**config.mk**
```make
export PLATFORM = sky130hd
export DESIGN_NAME = id_ex_stage
export DESIGN_NICKNAME = d
export VERILOG_FILES = /design/src/rtl/mips_defs.sv /design/src/rtl/hazard_detect.sv /design/src/rtl/id_ex_stage.sv
export SDC_FILE = /design/constraint.sdc
export NUM_CORES = 1
export LEC_CHECK = 0
export CORE_MARGIN = 1.5
export CORE_UTILIZATION = 47
export DETAILED_ROUTE_END_ITERATION = 12
export GPL_ROUTABILITY_DRIVEN = 0
export PLACE_DENSITY_LB_ADDON = 0.1
export SYNTH_ARGS = -nofsm -noshare
export SYNTH_HDL_FRONTEND = slang
export SYNTH_SLANG_ARGS = --single-unit
```
**constraint.sdc**
```tcl
create_clock -name clk -period 5.1 [get_ports clk]
set_input_delay 0.51 -clock clk [delete_from_list [all_inputs] [get_ports clk]]
set_output_delay 0.51 -clock clk [all_outputs]
set_load 0.01 [all_outputs]
```
**src/rtl/mips_defs.sv**
```systemverilog
// Shared definitions for the 5-stage MIPS pipeline: register specifier width,
// ALU op encoding and default datapath width.
package mips_defs;

  localparam int REG_W      = 5;
  localparam int ALU_OP_W   = 4;
  localparam int DATA_W_DEF = 32;

  localparam logic [REG_W-1:0] REG_ZERO = '0;

  localparam logic [ALU_OP_W-1:0] ALU_AND = 4'd0;
  localparam logic [ALU_OP_W-1:0] ALU_OR  = 4'd1;
  localparam logic [ALU_OP_W-1:0] ALU_ADD = 4'd2;
  localparam logic [ALU_OP_W-1:0] ALU_SUB = 4'd6;
  localparam logic [ALU_OP_W-1:0] ALU_SLT = 4'd7;
  localparam logic [ALU_OP_W-1:0] ALU_NOR = 4'd12;

  // True when a write to dst is visible to a read of src; $zero never matches.
  function automatic logic reg_hit(input logic [REG_W-1:0] dst,
                                   input logic [REG_W-1:0] src);
    return (dst != REG_ZERO) && (dst == src);
  endfunction

endpackage

```
**src/rtl/hazard_detect.sv**
```systemverilog
// Load-use hazard detection: a load in EX whose destination is read by the
// instruction in ID. A flushed ID instruction never stalls.
module hazard_detect
  import mips_defs::*;
(
  input  logic             ex_valid,
  input  logic             ex_mem_read,
  input  logic [REG_W-1:0] ex_rd,
  input  logic [REG_W-1:0] id_rs,
  input  logic [REG_W-1:0] id_rt,
  input  logic             flush,
  output logic             hz,
  output logic             stall
);

  assign hz    = ex_valid & ex_mem_read & (reg_hit(ex_rd, id_rs) | reg_hit(ex_rd, id_rt));
  assign stall = hz & ~flush;

endmodule

```
**src/rtl/id_ex_stage.sv**
```systemverilog
// ID/EX pipeline register with load-use stall and bubble insertion.
// Optional saturating stall counter enabled by defining ID_EX_STALL_CNT_EN.
module id_ex_stage
  import mips_defs::*;
#(
  parameter int DATA_W = DATA_W_DEF,
  parameter int CNT_W  = 16
) (
  input  logic                clk,
  input  logic                rst,
  input  logic                flush,
  input  logic [REG_W-1:0]    id_rs,
  input  logic [REG_W-1:0]    id_rt,
  input  logic [REG_W-1:0]    id_rd,
  input  logic [DATA_W-1:0]   id_rs_data,
  input  logic [DATA_W-1:0]   id_rt_data,
  input  logic [DATA_W-1:0]   id_imm,
  input  logic                id_reg_write,
  input  logic                id_mem_read,
  input  logic                id_mem_write,
  input  logic                id_mem_to_reg,
  input  logic                id_alu_src,
  input  logic [ALU_OP_W-1:0] id_alu_op,
  output logic                stall,
`ifdef ID_EX_STALL_CNT_EN
  output logic [CNT_W-1:0]    stall_count,
`endif
  output logic                ex_valid,
  output logic [REG_W-1:0]    ex_rs,
  output logic [REG_W-1:0]    ex_rt,
  output logic [REG_W-1:0]    ex_rd,
  output logic [DATA_W-1:0]   ex_rs_data,
  output logic [DATA_W-1:0]   ex_rt_data,
  output logic [DATA_W-1:0]   ex_imm,
  output logic                ex_reg_write,
  output logic                ex_mem_read,
  output logic                ex_mem_write,
  output logic                ex_mem_to_reg,
  output logic                ex_alu_src,
  output logic [ALU_OP_W-1:0] ex_alu_op
);

  logic hz;
  logic bubble;

  hazard_detect u_hazard_detect (
    .ex_valid    (ex_valid),
    .ex_mem_read (ex_mem_read),
    .ex_rd       (ex_rd),
    .id_rs       (id_rs),
    .id_rt       (id_rt),
    .flush       (flush),
    .hz          (hz),
    .stall       (stall)
  );

  // A flush bubbles regardless of the hazard; otherwise a hazard bubbles.
  assign bubble = hz | flush;

  // NOTE: sequential state uses non-blocking (<=) so every register samples
  // pre-edge values; blocking here would create order-dependent races.
  always_ff @(posedge clk or posedge rst) begin
    if (rst) begin
      ex_valid      <= 1'b0;
      ex_rs         <= REG_ZERO;
      ex_rt         <= REG_ZERO;
      ex_rd         <= REG_ZERO;
      ex_rs_data    <= '0;
      ex_rt_data    <= '0;
      ex_imm        <= '0;
      ex_reg_write  <= 1'b0;
      ex_mem_read   <= 1'b0;
      ex_mem_write  <= 1'b0;
      ex_mem_to_reg <= 1'b0;
      ex_alu_src    <= 1'b0;
      ex_alu_op     <= '0;
    end else if (bubble) begin
      // Data fields keep stale values; zero specifiers stop forwarding matches.
      ex_valid      <= 1'b0;
      ex_rs         <= REG_ZERO;
      ex_rt         <= REG_ZERO;
      ex_rd         <= REG_ZERO;
      ex_reg_write  <= 1'b0;
      ex_mem_read   <= 1'b0;
      ex_mem_write  <= 1'b0;
      ex_mem_to_reg <= 1'b0;
      ex_alu_src    <= 1'b0;
      ex_alu_op     <= '0;
    end else begin
      ex_valid      <= 1'b1;
      ex_rs         <= id_rs;
      ex_rt         <= id_rt;
      ex_rd         <= id_rd;
      ex_rs_data    <= id_rs_data;
      ex_rt_data    <= id_rt_data;
      ex_imm        <= id_imm;
      ex_reg_write  <= id_reg_write;
      ex_mem_read   <= id_mem_read;
      ex_mem_write  <= id_mem_write;
      ex_mem_to_reg <= id_mem_to_reg;
      ex_alu_src    <= id_alu_src;
      ex_alu_op     <= id_alu_op;
    end
  end

`ifdef ID_EX_STALL_CNT_EN
  always_ff @(posedge clk or posedge rst) begin
    if (rst) begin
      stall_count <= '0;
    end else if (stall && (stall_count != {CNT_W{1'b1}})) begin
      stall_count <= stall_count + 1'b1;
    end
  end
`else
  logic [CNT_W-1:0] unused_cnt;
  assign unused_cnt = '0;
`endif

endmodule

```
==> results of run 1 <==
## synth_stat cells, drive strengths merged
master | n | area (um2)
dfrtp | 121 | 3030
nand2 | 98 | 368
o211ai | 97 | 733
a22oi | 96 | 721
nor2b | 96 | 601
o221ai | 96 | 841
clkbuf | 69 | 259
buf | 31 | 195
inv | 25 | 93.8
a211oi | 24 | 275
xnor2 | 10 | 87.6
nand3 | 2 | 10.0
a21oi | 1 | 5.00
nor3 | 1 | 5.00
o211a | 1 | 10.0
o22a | 1 | 8.76
o22ai | 1 | 6.26
or4 | 1 | 7.51
## cells by family after synthesis
kind of cell / after synthesis / share of synthesized area, %
flip-flops: 121 / 41.7
AO/OA/AOI/OAI: 317 / 35.8
AND/OR/NAND/NOR: 198 / 13.7
XOR/XNOR: 10 / 1.21
buffers and inverters: 125 / 7.55
## stage by stage
stage | cells | hold slack (ps) | util [%] | setup slack (ps)
after floorplan | 771 | 589 | - | 1380
after global placement | 1115 | 544 | 63.7 | 2090
after detailed placement | 1115 | 557 | 63.7 | 2070
after CTS | 1147 | 447 | 68.2 | 2050
after global routing | 1147 | 484 | 68.2 | 1970
final | 1147 | 441 | 68.2 | 2070
## cell type report
cell class              count  area share [%]
clock buffers              26            5.12
clock inverters             6            1.50
well taps                 188            2.28
multi-input cells         525            36.3
inverters                  25           0.933
repair buffers            256            24.5
flip-flops and latches    121            29.3
## worst max path at each step
stage	endpoint	cells after the start
after floorplan	ex_alu_op[0]	1
after global placement	stall	6
after detailed placement	stall	6
after CTS	stall	6
after global routing	stall	6
final	stall	6
## layer usage
layer / vias up / routed length [um] / global-route usage [%] / part of all wire [%]
met4: 0 / 391 / 9.02 / 1.7
met2: 385 / 11100 / 45.0 / 48
met3: 30 / 1720 / 6.57 / 7.5
li1: 3301 / - / - / -
met5: - / 0 / 0 / 0
met1: 3583 / 9790 / 38.5 / 43
## power by group
part	switching [uW]	internal (uW)	total, uW
Clock	429	959	1390
Combinational	399	399	798
Sequential	91.7	1060	1160
Total	919	2420	3340
==> results_dict.tcl, run 1 <==
set metrics [dict create \
    status "complete, no violations" \
    drtIter0Drc 827 \
    grt_pass1_vias 7131 \
    htree_levels 4 \
    grt_usage_pct 28.3 \
    clock-root-buffer "clkbuf_16" \
    area_growth_pct 42.4 \
    core_mm2 0.0151 \
    fin_tns_setup_ps 0 \
    r2r_setup_slack_ps 2470 \
    grt_pass1_wl_mm 37.1 \
    worstSkewPairLatency_ps 420 \
    clk_pin_slew_ps 50 \
    min_period_ps 3030 \
    hold_viol 0 \
    die_area_mm2 0.0162 \
    final_cell_mix "clkdlybuf4s50_1 (243), dfrtp_1 (121)" \
    syn_inst 771 \
    drv_cap 0 \
    required_ps 4590 \
    synth_seq_cells 121 \
    placed_cell_area_mm2 0.00964 \
    path_cells "clkdlybuf4s50_1 > xnor2_1 > nand3_4 > o22a_4 > nor3_1 > clkdlybuf4s50_1" \
    syn-cell-area_mm2 0.00725 \
    fill_cells 1142 \
    post_cts_buffers 0 \
    rows 45 \
    peakVddDrop_uv 226 \
    numCtsBuffers 17 \
    final_max_slew_viol_count 0 \
    worst_setup_path_end_kind "primary output" \
    worstSetupPathType "input port to primary output" \
    dpl.hpwl_mm 13.4 \
    start_util_pct 47.9 \
    hold_class "input port to asynchronous set/reset pin" \
    crit_family "buffers and inverters" \
    cp_common_cell "clkdlybuf4s50_1" \
    cts_buffer_depth 2 \
    leakage_uw 0.00367 \
    reg2reg_depth 5 \
    antenna_found_initial 0 \
    ant_nets 0 \
    syn_nets 894 \
    wirelength_mm 23.0 \
    r2r-start "ex_rd[2]" \
    max_slew_margin_pct 26.4 \
    synth.distinct_cells 22 \
    drc 0 \
    ctsResizeCount 0 \
    wire_per_inst_um 20.0 \
    numPortBuffers 244 \
    final_common_cell "clkdlybuf4s50_1" \
    die_w_um 127 \
    worstSetupStartpointType "input port" \
    dr.pass1.iters 5 \
    fmax_ghz 0.330 \
    avgSynthCellArea_um2 9.41 \
    grt_max_degree 124 \
    crit_buf_inv 2 \
    nets 1069 \
    cellPowerDensity_mw_per_mm2 324 \
    finalCritPeriodShare_pct 59.5 \
    multi_input_area_mm2 0.00375 \
    p_total_uw 3340 \
    drive_gt1_share_pct 7.40 \
    cts.sinks 121 \
    ios 245 \
    vias 7299 \
    cts_tree "built" \
    yosysWarnings 0 \
    antenna_cells 0 \
    routed_via_density 6.36 \
    r2r-end "ex_rs_data[17]" \
    synth_seq_area_share_pct 41.7 \
    grt_setup_unrepaired "false" \
    grt-ovfl-total 0 \
    ctsHoldBuffers 0 \
    seqCellArea_mm2 0.00303 \
    critPathMaxStageDelay_ps 610 \
    top_regs "ex_imm x32, ex_rs_data x32, ex_rt_data x32" \
    stdcell_area_mm2 0.0103 \
    critPathSlowestCell "clkdlybuf4s50_1" \
    crit_fanout 2 \
    critPathArrivalTime_ps 2520 \
    finClkSkew_ps 7.33 \
    crit_start "id_rs[0]" \
    setup_viol 0 \
    worst_slew_pin_slew_ps 1100 \
    die_h_um 127 \
]
Power figures use the tool's default switching activity.
==> run 2, diff against run 1 <==
clock period = 3 ns   (was 5.1 ns; I/O delays follow)
==> run 2 against run 1 <==
Compared with the run above:
- combinational power grew 72%
- cell count grew 0.44%
- largest cell class unchanged
- highest routed layer unchanged
- largest power group unchanged
- critical endpoint unchanged
- worst setup slack lost 1800 ps
- clock-buffer cell count shrank 3
- sequential share of layout area shrank 0.057 points
- register-to-register slack lost 1900 ps
==> results_dict.tcl, run 2 (synthesis gave the netlist of run 1 again) <==
set metrics [dict create \
    status "complete, no violations" \
    critPathArrivalTime_ps 2410 \
    numCtsBuffers 17 \
    intPower_uw 3940 \
    pre_cts_slack_ps 373 \
    dpl.hpwl_mm 13.9 \
    antenna_cells 0 \
    setup_slack_ps 290 \
    finalCritPeriodShare_pct 90.3 \
    grt_usage_pct 28.4 \
    start_util_pct 47.9 \
    grt_setup_unrepaired "false" \
    peakVddDrop_uv 365 \
    crit_fanout 5 \
    final_max_slew_viol_count 0 \
    p_total_uw 5500 \
    switchingPower_uw 1560 \
    rows 45 \
    drc 0 \
    ctsHoldBuffers 0 \
    clk_pin_slew_ps 50 \
    ios 245 \
    ant_nets 0 \
    post_cts_buffers 0 \
    max_slew_margin_pct 24.5 \
    hold_viol 0 \
    drtIter0Drc 747 \
    routed_via_density 6.45 \
    top_regs "ex_imm x32, ex_rs_data x32, ex_rt_data x32" \
    numPortBuffers 244 \
    die_w_um 127 \
    p_comb_share_pct 24.9 \
    setup_viol 0 \
    wirelength_mm 23.2 \
    required_ps 2700 \
    dp.cells 1121 \
    grt-ovfl-total 0 \
    vias 7429 \
    core_mm2 0.0151 \
    final_common_cell "clkdlybuf4s50_1" \
    dr.pass1.iters 5 \
    nets 1075 \
    wire_per_inst_um 20.1 \
    final_cell_mix "clkdlybuf4s50_1 (243), dfrtp_1 (121)" \
    stdcell_count 1152 \
    fmax_ghz 0.369 \
    cts_buffer_depth 2 \
    htree_levels 4 \
    finClkSkew_ps 8.53 \
    hold_class "input port to asynchronous set/reset pin" \
    r2r_setup_slack_ps 540 \
    cts.sinks 121 \
    clkPwrFrac_pct 39.3 \
    leakage_uw 0.00367 \
    worstSetupPathType "register to primary output" \
    worstSkewPairLatency_ps 410 \
    grt_max_degree 98 \
    grt_pass1_vias 7170 \
    die_h_um 127 \
    grt_pass1_wl_mm 37.0 \
    worst_setup_path_end_kind "primary output" \
    clock-root-buffer "clkbuf_16" \
    fin_tns_setup_ps 0 \
    drive_gt1_share_pct 7.78 \
    antenna_found_initial 0 \
    worstSetupStartpointType "register" \
    seq_power_share_pct 35.8 \
    cts_tree "built" \
    ctsResizeCount 0 \
    worst_slew_pin_slew_ps 1130 \
    die_area_mm2 0.0162 \
    cellPowerDensity_mw_per_mm2 532 \
    netSwitchingFraction_pct 28.3 \
    min_period_ps 2710 \
    area_growth_pct 42.6 \
    drv_cap 0 \
]
run 2: layer usage:
layer / wire [um] / track usage [%] / vias to the layer above
met3: 1680 / 5.28 / 43
met2: 11100 / 45.8 / 396
met5: 0 / 0 / -
met4: 546 / 10.4 / 0
li1: - / - / 3322
met1: 9850 / 38.5 / 3668
run 2: path summary, 6_finish.rpt:
| path | startpoint | end | cells after the start |
|---|---|---|---|
| setup / recovery | ex_rd[3] | stall | 5 |
| hold / removal | rst | ex_valid | 2 |
| setup reg to reg | ex_rd[2] | ex_imm[13] | 5 |
| hold reg to reg | ex_rs_data[25] | ex_rs_data[25] | 2 |
| max in group asynchronous | rst | ex_rt_data[4] | 3 |
| min in group clk | flush | ex_valid | 2 |
run 2: worst max-delay path, stage by stage, from the launching register on:
cell	delay (ps)
dfrtp_1	490
xnor2_1	300
nand2_4	80
o22a_4	230
nor3_1	290
clkdlybuf4s50_1	610
run 2: metrics by stage:
stage	hold slack (ps)	cell area (um2)	utilization, %
floorplan	408	7260	-
global placement	546	9730	64.2
detailed placement	558	9730	64.2
CTS	390	10300	68.3
global route	423	10300	68.3
finish	403	10300	68.3
run 2: area by class of cell:
class / instances / area (um2)
Tap cell: 188 / 235
Multi-Input combinational cell: 525 / 3750
Inverter: 25 / 97.6
Sequential cell: 121 / 3030
Timing Repair Buffer: 262 / 2620
Clock buffer: 23 / 478
Fill cell: 1175 / 4800
Clock inverter: 8 / 143
run 2: power groups by stage:
stage                     logic, uW  clock network, uW  registers [uW]
after global routing           1470               2260            1990
after detailed placement       1360                  0            1990
after global placement         1330                  0            1980
after CTS                      1370               2190            1970
final                          1370               2160            1970
after floorplan                 604                  0            2040
